--- config.mk ---
export PLATFORM = sky130hd
export DESIGN_NAME = dmem_arbiter
export DESIGN_NICKNAME = d
export VERILOG_FILES = /design/src/rtl/dmem_arbiter.sv
export SDC_FILE = /design/constraint.sdc
export NUM_CORES = 1
export LEC_CHECK = 0
export BUFFER_PORTS_ARGS = -buffer_cell sky130_fd_sc_hd__buf_4
export CORE_MARGIN = 8
export CORE_UTILIZATION = 29
export DETAILED_ROUTE_END_ITERATION = 10
export SLEW_MARGIN = 10
export SYNTH_ARGS = -nofsm -noshare
export SYNTH_HDL_FRONTEND = slang
export SYNTH_SLANG_ARGS = --single-unit
export TNS_END_PERCENT = 10
--- constraint.sdc ---
create_clock -name i_clk -period 2.1 [get_ports i_clk]
set_input_delay 0.21 -clock i_clk [delete_from_list [all_inputs] [get_ports i_clk]]
set_output_delay 0.21 -clock i_clk [all_outputs]
set_load 0.05 [all_outputs]
--- src/rtl/dmem_arbiter.sv ---
`default_nettype none
// ============================================================================
// Module   : dmem_arbiter
// Purpose  : Two-requester round-robin arbiter and access sequencer in front
//            of a single-port, word-addressed data memory. Sub-word stores are
//            turned into read-modify-write sequences.
// Revision : 1.0 - initial release
// ----------------------------------------------------------------------------
// Parameters
//   DEPTH_WORDS  number of 32-bit words in the memory (word index = addr[31:2])
// Ports
//   i_clk         clock, rising edge
//   i_reset_n     asynchronous active-low reset
//   i_req_vld     [2]     per-requester request valid (0 = core, 1 = debug/DMA)
//   i_req_addr    [2][32] byte address, bits [1:0] ignored
//   i_req_we      [2]     1 = write, 0 = read
//   i_req_wdata   [2][32] lane-aligned write data
//   i_req_bmask   [2][4]  write byte enables
//   o_req_rdy     [2]     grant, accept when vld & rdy
//   o_rsp_vld     [2]     one-cycle response pulse to the owner
//   o_rsp_rdata   [32]    read data (0 for writes and errors)
//   o_rsp_err             address out of range, valid with o_rsp_vld
//   o_mem_addr    [32]    word-aligned memory byte address
//   o_mem_wdata   [32]    memory write data
//   o_mem_wren            memory write enable
//   i_mem_rdata   [32]    memory combinational read data
// ============================================================================
module dmem_arbiter #(
    parameter int DEPTH_WORDS = 2048
) (
    input  logic            i_clk,
    input  logic            i_reset_n,
    input  logic [1:0]      i_req_vld,
    input  logic [1:0][31:0] i_req_addr,
    input  logic [1:0]      i_req_we,
    input  logic [1:0][31:0] i_req_wdata,
    input  logic [1:0][3:0] i_req_bmask,
    output logic [1:0]      o_req_rdy,
    output logic [1:0]      o_rsp_vld,
    output logic [31:0]     o_rsp_rdata,
    output logic            o_rsp_err,
    output logic [31:0]     o_mem_addr,
    output logic [31:0]     o_mem_wdata,
    output logic            o_mem_wren,
    input  logic [31:0]     i_mem_rdata
);

    localparam logic [29:0] C_DEPTH = 30'(DEPTH_WORDS);

    typedef enum logic [1:0] {
        S_IDLE   = 2'd0,
        S_ACCESS = 2'd1,
        S_MERGE  = 2'd2,
        S_RESP   = 2'd3
    } state_t;

    state_t      r_state;
    state_t      w_state_nxt;

    logic        r_rr_ptr;
    logic        r_owner;
    logic        r_we;
    logic        r_err;
    logic [29:0] r_idx;
    logic [31:0] r_wdata;
    logic [3:0]  r_bmask;
    // Read data for reads, old word for partial writes.
    logic [31:0] r_data;

    logic        w_win;
    logic        w_accept;
    logic [29:0] w_sel_idx;
    logic        w_full;
    logic        w_partial;
    logic [31:0] w_merged;
    logic        w_unused_lsbs;

    // Byte offsets are not used by a word-addressed memory.
    assign w_unused_lsbs = ^{i_req_addr[0][1:0], i_req_addr[1][1:0]};

    // Winner: a lone requester always wins; on contention the pointer decides.
    always_comb begin
        w_win = 1'b0;
        case (i_req_vld)
            2'b10:   w_win = 1'b1;
            2'b11:   w_win = r_rr_ptr;
            default: w_win = 1'b0;
        endcase
    end

    assign w_accept  = (r_state == S_IDLE) && (i_req_vld != 2'b00);
    assign w_sel_idx = i_req_addr[w_win][31:2];

    assign w_full    = r_we && !r_err && (r_bmask == 4'hF);
    assign w_partial = r_we && !r_err && (r_bmask != 4'h0) && (r_bmask != 4'hF);

    for (genvar b = 0; b < 4; b++) begin : g_merge
        assign w_merged[8*b +: 8] = r_bmask[b] ? r_wdata[8*b +: 8] : r_data[8*b +: 8];
    end

    // Next state and state-decoded outputs. Write enable is purely a state
    // decode so an asynchronous reset removes it immediately.
    always_comb begin
        w_state_nxt = r_state;
        o_req_rdy   = 2'b00;
        o_rsp_vld   = 2'b00;
        o_rsp_rdata = 32'h0;
        o_rsp_err   = 1'b0;
        o_mem_addr  = {r_idx, 2'b00};
        o_mem_wdata = r_wdata;
        o_mem_wren  = 1'b0;
        case (r_state)
            S_IDLE: begin
                if (w_accept) begin
                    o_req_rdy   = w_win ? 2'b10 : 2'b01;
                    w_state_nxt = S_ACCESS;
                end
            end
            S_ACCESS: begin
                o_mem_wren  = w_full;
                w_state_nxt = w_partial ? S_MERGE : S_RESP;
            end
            S_MERGE: begin
                o_mem_wren  = 1'b1;
                o_mem_wdata = w_merged;
                w_state_nxt = S_RESP;
            end
            S_RESP: begin
                o_rsp_vld   = r_owner ? 2'b10 : 2'b01;
                o_rsp_rdata = r_we ? 32'h0 : r_data;
                o_rsp_err   = r_err;
                w_state_nxt = S_IDLE;
            end
            default: w_state_nxt = S_IDLE;
        endcase
    end

    always_ff @(posedge i_clk or negedge i_reset_n) begin
        if (!i_reset_n) begin
            r_state  <= S_IDLE;
            r_rr_ptr <= 1'b0;
            r_owner  <= 1'b0;
            r_we     <= 1'b0;
            r_err    <= 1'b0;
            r_idx    <= 30'h0;
            r_wdata  <= 32'h0;
            r_bmask  <= 4'h0;
            r_data   <= 32'h0;
        end else begin
            r_state <= w_state_nxt;
            case (r_state)
                S_IDLE: begin
                    if (w_accept) begin
                        r_owner <= w_win;
                        r_idx   <= w_sel_idx;
                        r_we    <= i_req_we[w_win];
                        r_wdata <= i_req_wdata[w_win];
                        r_bmask <= i_req_bmask[w_win];
                        r_err   <= (w_sel_idx >= C_DEPTH);
                    end
                end
                S_ACCESS: r_data <= r_err ? 32'h0 : i_mem_rdata;
                // Pointer moves only after a completed transaction, so a lone
                // requester keeps priority over itself.
                S_RESP:   r_rr_ptr <= ~r_owner;
                default:  ;
            endcase
        end
    end

endmodule
`default_nettype wire
==> Yosys cells after proc, flatten, opt, wreduce, memory -nomap -nowiden <==
Cells that the tools add are included.
W data, S select, Z words.
{ "classes": {"magnitude_cmp": 2, "n_eq_ne": 8, "muxes": 27, "bitwise_logic": 1, "reduce_logical": 10} }
{ "op_table": {"columns": ["operator", "count"], "rows": [
  ["$mux W32", 8],
  ["$mux W8", 4],
  ["$ge A30 B12 Y1 const B", 1],
  ["$mux W2", 6],
  ["$eq A2 B2 Y1 const B", 4],
  ["$mux W4", 2],
  ["$pmux W2 S4", 1],
  ["$logic_and A1 B1 Y1", 5],
  ["$eq A4 B4 Y1 const B", 1],
  ["$mux W1", 4],
  ["$ne A4 B4 Y1 const B", 1],
  ["$pmux W1 S2", 2],
  ["$reduce_bool A4 Y1", 1],
  ["$eq A2 B1 Y1 const B", 1],
  ["$logic_not A2 Y1", 1],
  ["$lt A1 B2 Y1 const B", 1],
  ["$ne A2 B2 Y1 const B", 1],
  ["$reduce_and A2 Y1", 1],
  ["$reduce_bool A2 Y1", 1],
  ["$logic_not A1 Y1", 1],
  ["$not A1 Y1", 1]
]} }
{ "word_totals": {"reg_bits": 104, "in_bits": 174, "out_inout_bits": 102, "elab_cells": 57} }

==> Logic depth before layout (Yosys ltp) <==
Gate-level depths: netlist of run 1.
{ "depth": {"ltp_word": 6, "depth_mapped": 7, "mapped_depth_nobuf": 6} }

==> Worst setup path after synthesis of run 1 <==
OpenSTA, ideal clock, no wires.
{ "synth_timing": {"path_type": "reg-to-output", "startpoint": "reg r_state[0]", "endpoint": "out o_mem_wdata[0]", "arrival_time_ns": 2.163, "required_ns": 1.890, "path_slack_ns": -0.273, "stages_incl_launch_ff": 6, "path_cell_list": "dfrtp_1 inv_1 ha_1 nand2b_1 clkbuf_1 o21ai_0"} }
{ "synth_via": {"elab_chain_cells": 2} }
{ "synth_lines": {"columns": ["item", "line_no", "source"], "rows": [
  ["from (decl)", "57", "state_t r_state;"],
  ["from (signal assigned)", "150", "r_state <= w_state_nxt;"],
  ["$eq A2 B2 Y1", "112", "case (r_state)"],
  ["$mux W32", "112", null],
  ["to (decl)", "43", "output logic [31:0] o_mem_wdata,"]
]} }
Every way passes these cells.

==> Final worst setup path of run 1 <==
{ "layout_timing": {"startpoint": "reg r_state[0]", "endpoint": "out o_mem_wdata[19]"} }
The elaborated chain is that of the path after synthesis.

==> impl_metrics.yaml, run 1 <==
sta:
  hold-worst-slack_ps: 61.5
  max-slew-margin-rel_pct: 58.9
  fin_skew_ps: 8.85
  timing.final.crit_period_ps: 1960
  setup_viol_count_final: 0
  final.period_utilization_pct: 93.5
  max_slew.worst_pin.slew_ps: 617
  achievable-frequency_mhz: 509
  finalMaxSlewViolations: 0
  final.setup.tns_ps: 0
  finalHoldViolCount: 0
critical_path:
  timing.critical_path.slowest_cell_delay_ps: 430
  ff2ff_setup_slack_ps: 340
  critical-path-top-delay-family: "buffers and inverters"
  worst_flop_to_flop_path_startpoint: "r_rr_ptr"
  critical_path.most_common_cell: "buf_4"
  slowest_stage: "dfrtp_1"
  path_cells: "inv_2, ha_4, nand2b_1, buf_4, o21ai_0, buf_4"
  worst_ep_required_time_ps: 1890
  worstPathBufferInverterCount: 3
  critPathLaunchType: "flip-flop"
  timing_worst_setup_path_type: "reg2out"
  critPathMaxFanout: 16
  setup.worst_path.start: "r_state[0]"
  cp_data_arrival_time_ps: 1750
  setup.worst_path.end_class: "output pin"
floorplanning:
  die_x_um: 151
  die-area_mm2: 0.0228
  core_region_area_mm2: 0.0180
  die_h_um: 151
  rows: 49
  num_io_pins: 276
  floorplan.initialDensity_pct: 29.4
global_routing:
  antenna_found_initial: 0
  grt_first_pass_wirelength_um: 29800
  gr-total-overflow: 0
  grt_max_degree: 51
  grt_pass1_vias: 5255
  track_usage_pct: 16.8
clock_network:
  clock_latency_ps: 340
  clkTransAtPathRegs_ps: 80
  clock_tree.htree_level_count: 3
  cts_setup_buffers: 0
  numClockSinks: 104
  ctsRootBufferMaster: "clkbuf_16"
  cts_buffers: 9
  tritoncts: "done"
  ctsLongestPathBuffers: 2
final_layout:
  design_area_mm2: 0.00790
  diodes: 0
  design.final.nets: 1002
  final_cell_count_no_fill: 1058
  flow.area_growth_from_synthesis_pct: 49.3
  final_layout_size_suffix_gt1_share_pct: 38.7
drt:
  drt_first_iter_violations: 199
  post-route-drc-count: 0
  wl_um: 20200
  dr_total_vias: 5108
  post_drt_via_cell_ratio: 4.83
  postRouteAntennaNets: 0
  route.detailed.wl_per_inst_um: 19.1
  drt_first_pass_iters: 5
synthesis:
  async_reset_ff_share_pct: 100
  synthCells: 569
  count_of_flip_flops_with_a_built_in_enable_after_synthesis: 0
  synth_seq_cells: 104
  ys_dominant_reg_cell: "dfrtp_1"
  yosys-top-cells-area: "dfrtp_1, a22o_1, o21ai_0"
  avgSynthCellArea_um2: 9.30
  synth.yosys.seq_area_share_pct: 49.2
  area_of_the_mapped_netlist_mm2: 0.00529
  synth_top_cell_by_area: "dfrtp_1"
  ys_types: 35
  synth_largest_type_area_fraction_pct: 49.2
  yosys_warnings: 0
placement:
  detailed_place_hpwl_um: 15200
  place_area_mm2: 0.00754
  count_of_buffers_from_port_buffering: 269
  gp_congestion: 0.783
  dp_cells: 1039
flow_run:
  drv.max_cap_violation_count: 0
min_path:
  hold_path.startpoint: "i_mem_rdata[17]"
  worst_hold_path_type: "in2reg"
power:
  power.ir.vdd_worst_uv: 848
  powerDensity_mw_per_mm2: 1450
  leakage_nw: 3.91
status:
  run_status: "completed"
[logic make-up (layout without fill, tap and decap cells)]
| group | Yosys count | in the layout | share of synthesized area (%) |
|---|---|---|---|
| other cells | 1 | 2 | 0.0709 |
| flops | 104 | 104 | 49.2 |
| compound gates | 180 | 180 | 23.0 |
| mux | 29 | 29 | 5.49 |
| buf+inv | 85 | 342 | 7.26 |
| fa+ha+maj | 4 | 4 | 0.946 |
| simple gates | 166 | 168 | 14.0 |
[timing repair]
item / CTS / global route
endpoints found under the setup margin: 17 / 39
cloned: 0 / 2
pin swaps: 0 / 1
endpoints found under the hold margin: 42 / 0
gates resized for setup: 3 / 10
hold buffers: 1 / 0
[metrics by stage]
step | utilization [%] | power (mW) | worst slack, ps
after floorplan | - | 7.53 | -273
after global placement | 42.0 | 9.76 | 291
after detailed placement | 42.0 | 9.81 | 236
after CTS | 43.7 | 11.5 | -40.5
after global routing | 44.0 | 12.2 | -1.57
final | 44.0 | 11.5 | 137
[final timing paths]
| check | endpoint | cells past startpoint |
|---|---|---|
| hold / removal | r_data[17] | 3 |
| max in group asynchronous | r_idx[0] | 3 |
| hold reg to reg | r_idx[29] | 2 |
| setup reg to reg | r_wdata[29] | 4 |
| setup / recovery | o_mem_wdata[19] | 6 |
| min in group asynchronous | r_data[0] | 2 |
[synthesized netlist by cell type, drive strengths merged, types with 2 or more instances]
cell type / n
dfrtp: 104
nand2: 102
o21ai: 96
a22o: 74
inv: 37
clkbuf: 33
nor3: 33
mux2i: 29
buf: 14
nor4: 9
nand2b: 6
nor2: 6
ha: 4
a21oi: 3
nor2b: 3
and2: 2
and4: 2
nand3: 2
[routing by layer]
metal	vias up	global-route usage, %	part of all wire, %
met5	-	0	0
met4	0	4.30	0.87
met3	12	6.39	10
met2	210	27.2	47
met1	2379	20.8	42
li1	2507	-	-
[final cells by class]
type / count / area, um2
timing repair buffer: 288 / 2210
clock inverter: 5 / 40.0
tap: 229 / 287
fill: 1832 / 10100
inverter: 38 / 143
multi-input combinational: 383 / 2370
sequential: 104 / 2600
clock buffer: 11 / 253
[where the power goes]
group | internal (mW) | leakage [nW] | switching [mW] | total [mW]
Clock | 0.877 | 0.134 | 0.788 | 1.66
Combinational | 2.17 | 2.44 | 4.50 | 6.67
Sequential | 2.68 | 1.33 | 0.458 | 3.14
Total | 5.73 | 3.91 | 5.74 | 11.5
[tightest hold or removal path: cells and delay by family]
kind / cells / cell delay (ps)
buffers and inverters: 1 / 80
and+or+nand+nor: 1 / 30
AOI/OAI and AO/OA: 1 / 60
[flip-flops by register name (all words and copies together) (netlist names)]
register,flops
r_bmask,4
r_data,32
r_err,1
r_idx,30
r_owner,1
r_rr_ptr,1
r_state,2
r_wdata,32
r_we,1
[cell usage in the layout, fill, tap and decap left out, types with 6 or more instances in the layout]
| cell type | instances |
|---|---|
| dfrtp_1 | 103 |
| a22o_1 | 73 |
| nor2_1 | 6 |
| inv_1 | 36 |
| nand2_1 | 101 |
| mux2i_1 | 29 |
| clkbuf_16 | 9 |
| o21ai_0 | 93 |
| nor4_1 | 9 |
| buf_4 | 283 |
| nor3_1 | 31 |
Note: power is estimated with default switching activity, not from simulation.
==> inputs of run 2 (changes only) <==
REMOVE_ABC_BUFFERS = 1   (was unset)
==> run 2 against run 1 <==
Compared with the run above: utilization about the same; critical path depth shrank 1; first-iteration DRC count rose by 23%; total power grew 0.49%; register-to-register slack worse by 50 ps; fmax is 1.6% lower; via count is 0.49% lower; critical path type unchanged.
==> impl_metrics.yaml, run 2 (synthesis gave the netlist of run 1 again) <==
status:
  run_status: "completed"
final_layout:
  multi_input_gate_area_in_the_final_layout_mm2: 0.00237
  final.fill_count: 1801
  most_frequent_standard_cell_in_the_layout_excluding_fill_and_tap_cells: "buf_4"
  final_layout_size_suffix_gt1_share_pct: 38.5
  final_core_utilization_pct: 44.0
  design_area_mm2: 0.00790
  largest_registers: "r_data x32, r_wdata x32, r_idx x30"
  diodes: 0
  regArea_mm2: 0.00260
  most_frequent_cells_in_the_layout: "buf_4, dfrtp_1, nand2_1"
  design.final.nets: 1002
  flow.area_growth_from_synthesis_pct: 49.3
  final_cell_count_no_fill: 1058
sta:
  max_slew.worst_pin.slew_ps: 777
  timing.final.crit_period_ps: 2000
  fin_skew_ps: 7.79
  grt_setup_unrepaired: "yes"
  finalMaxSlewViolations: 0
  setup_viol_count_final: 0
  hold-worst-slack_ps: 60.8
  finalHoldViolCount: 0
  final.period_utilization_pct: 95.0
  timing.final.ws_setup_ps: 104
  final.setup.tns_ps: 0
  max-slew-margin-rel_pct: 48.0
  achievable-frequency_mhz: 501
floorplanning:
  die_x_um: 151
  die_h_um: 151
  rows: 49
  floorplan.initialDensity_pct: 29.4
  die-area_mm2: 0.0228
  num_io_pins: 276
  core_region_area_mm2: 0.0180
drt:
  wl_um: 19700
  post-route-drc-count: 0
  drt_first_iter_violations: 245
  dr_total_vias: 5083
  postRouteAntennaNets: 0
  post_drt_via_cell_ratio: 4.80
  detailroute.wirelength.met3_um: 2020
  top_signal_layer_used: "met4"
  route.detailed.wl_per_inst_um: 18.6
  met2RoutedLength_um: 9400
  detail_route.wirelength.met1_um: 8040
  drt_first_pass_iters: 4
clock_network:
  tritoncts: "done"
  numClockSinks: 104
  ctsLongestPathBuffers: 2
  clock_latency_ps: 350
  clkTransAtPathRegs_ps: 70
  cts_setup_buffers: 0
  ctsRootBufferMaster: "clkbuf_16"
  cts_buffers: 9
  clock_tree.htree_level_count: 3
critical_path:
  timing_worst_setup_path_type: "reg2out"
  cp_data_arrival_time_ps: 1790
  worst_ep_required_time_ps: 1890
  timing.critical_path.slowest_cell_delay_ps: 440
  worstPathBufferInverterCount: 2
  critical-path-top-delay-family: "flip-flops"
  worst-r2r-cell-count: 6
  slowest_stage: "dfrtp_1"
  critPathMaxFanout: 22
  worst_flop_to_flop_path_startpoint: "r_state[1]"
  critPathLaunchType: "flip-flop"
  crit-reg2reg-capture: "r_data[22]"
  ff2ff_setup_slack_ps: 290
  setup.worst_path.end_class: "output pin"
  path_cells: "inv_1, ha_2, o21ai_4, nor2_1, buf_4"
global_routing:
  grt_first_pass_wirelength_um: 29300
  grt_pass1_vias: 5177
  grt_max_degree: 105
  antenna_found_initial: 0
  track_usage_pct: 16.5
  gr-total-overflow: 0
min_path:
  hold-path-cell-count: 3
  worst_hold_path.endpoint: "r_data[3]"
  hold_path.startpoint: "i_mem_rdata[3]"
  worst_hold_path_type: "in2reg"
placement:
  dp_cells: 1039
  place_area_mm2: 0.00753
  gp_congestion: 0.795
  preCtsSetupSlack_ps: 95.7
  count_of_buffers_from_port_buffering: 269
  detailed_place_hpwl_um: 14600
flow_run:
  drv.max_cap_violation_count: 0
power:
  powerDensity_mw_per_mm2: 1460
  report.power.total_mw: 11.5
  leakage_nw: 3.91
  power.ir.vdd_worst_uv: 705
-- run 2: how the worst max path moves through the flow --
stage / startpoint / end / slack, ps / cells after the start
floorplan: r_state[0] / o_req_rdy[0] / -1370 / 4
global placement: r_state[0] / o_mem_wdata[31] / 130 / 5
detailed placement: r_state[0] / o_mem_wdata[23] / 100 / 5
CTS: r_rr_ptr / o_req_rdy[0] / -50 / 4
global route: r_state[1] / o_rsp_rdata[22] / -30 / 5
finish: r_state[1] / o_req_rdy[0] / 100 / 5
-- run 2: layout make-up --
cell class,instances,area share [%]
sequential,104,32.9
multi-input combinational,383,30.1
timing repair buffer,288,27.8
tap,229,3.63
clock buffer,12,3.12
inverter,38,1.81
clock inverter,4,0.681
-- run 2: worst reg2reg max path, delay by kind of cell, from the launching register on --
family / cells / cell delay, ps
AOI/OAI and AO/OA: 1 / 80
adders and majority gates: 1 / 300
buffers and inverters: 2 / 420
DFF: 1 / 440
and+or+nand+nor: 2 / 470
-- run 2: timing repair --
action,in CTS,in global routing
endpoints found under the setup margin,33,34
gates cloned,0,2
resized for setup,5,15
hold endpoints to repair,104,0
pin swaps,0,1
hold buffers,1,0
-- run 2: power breakdown --
group / leakage [nW] / internal, mW / total [mW] / switching [mW]
Clock: 0.139 / 0.961 / 1.71 / 0.751
Combinational: 2.44 / 2.17 / 6.68 / 4.52
Sequential: 1.33 / 2.68 / 3.14 / 0.456
Total: 3.91 / 5.81 / 11.5 / 5.72
-- run 2: per-layer routing --
layer / up-vias / track usage (%)
met3: 13 / 5.65
li1: 2509 / -
met1: 2368 / 20.2
met2: 193 / 27.0
met4: 0 / 5.15
met5: - / 0
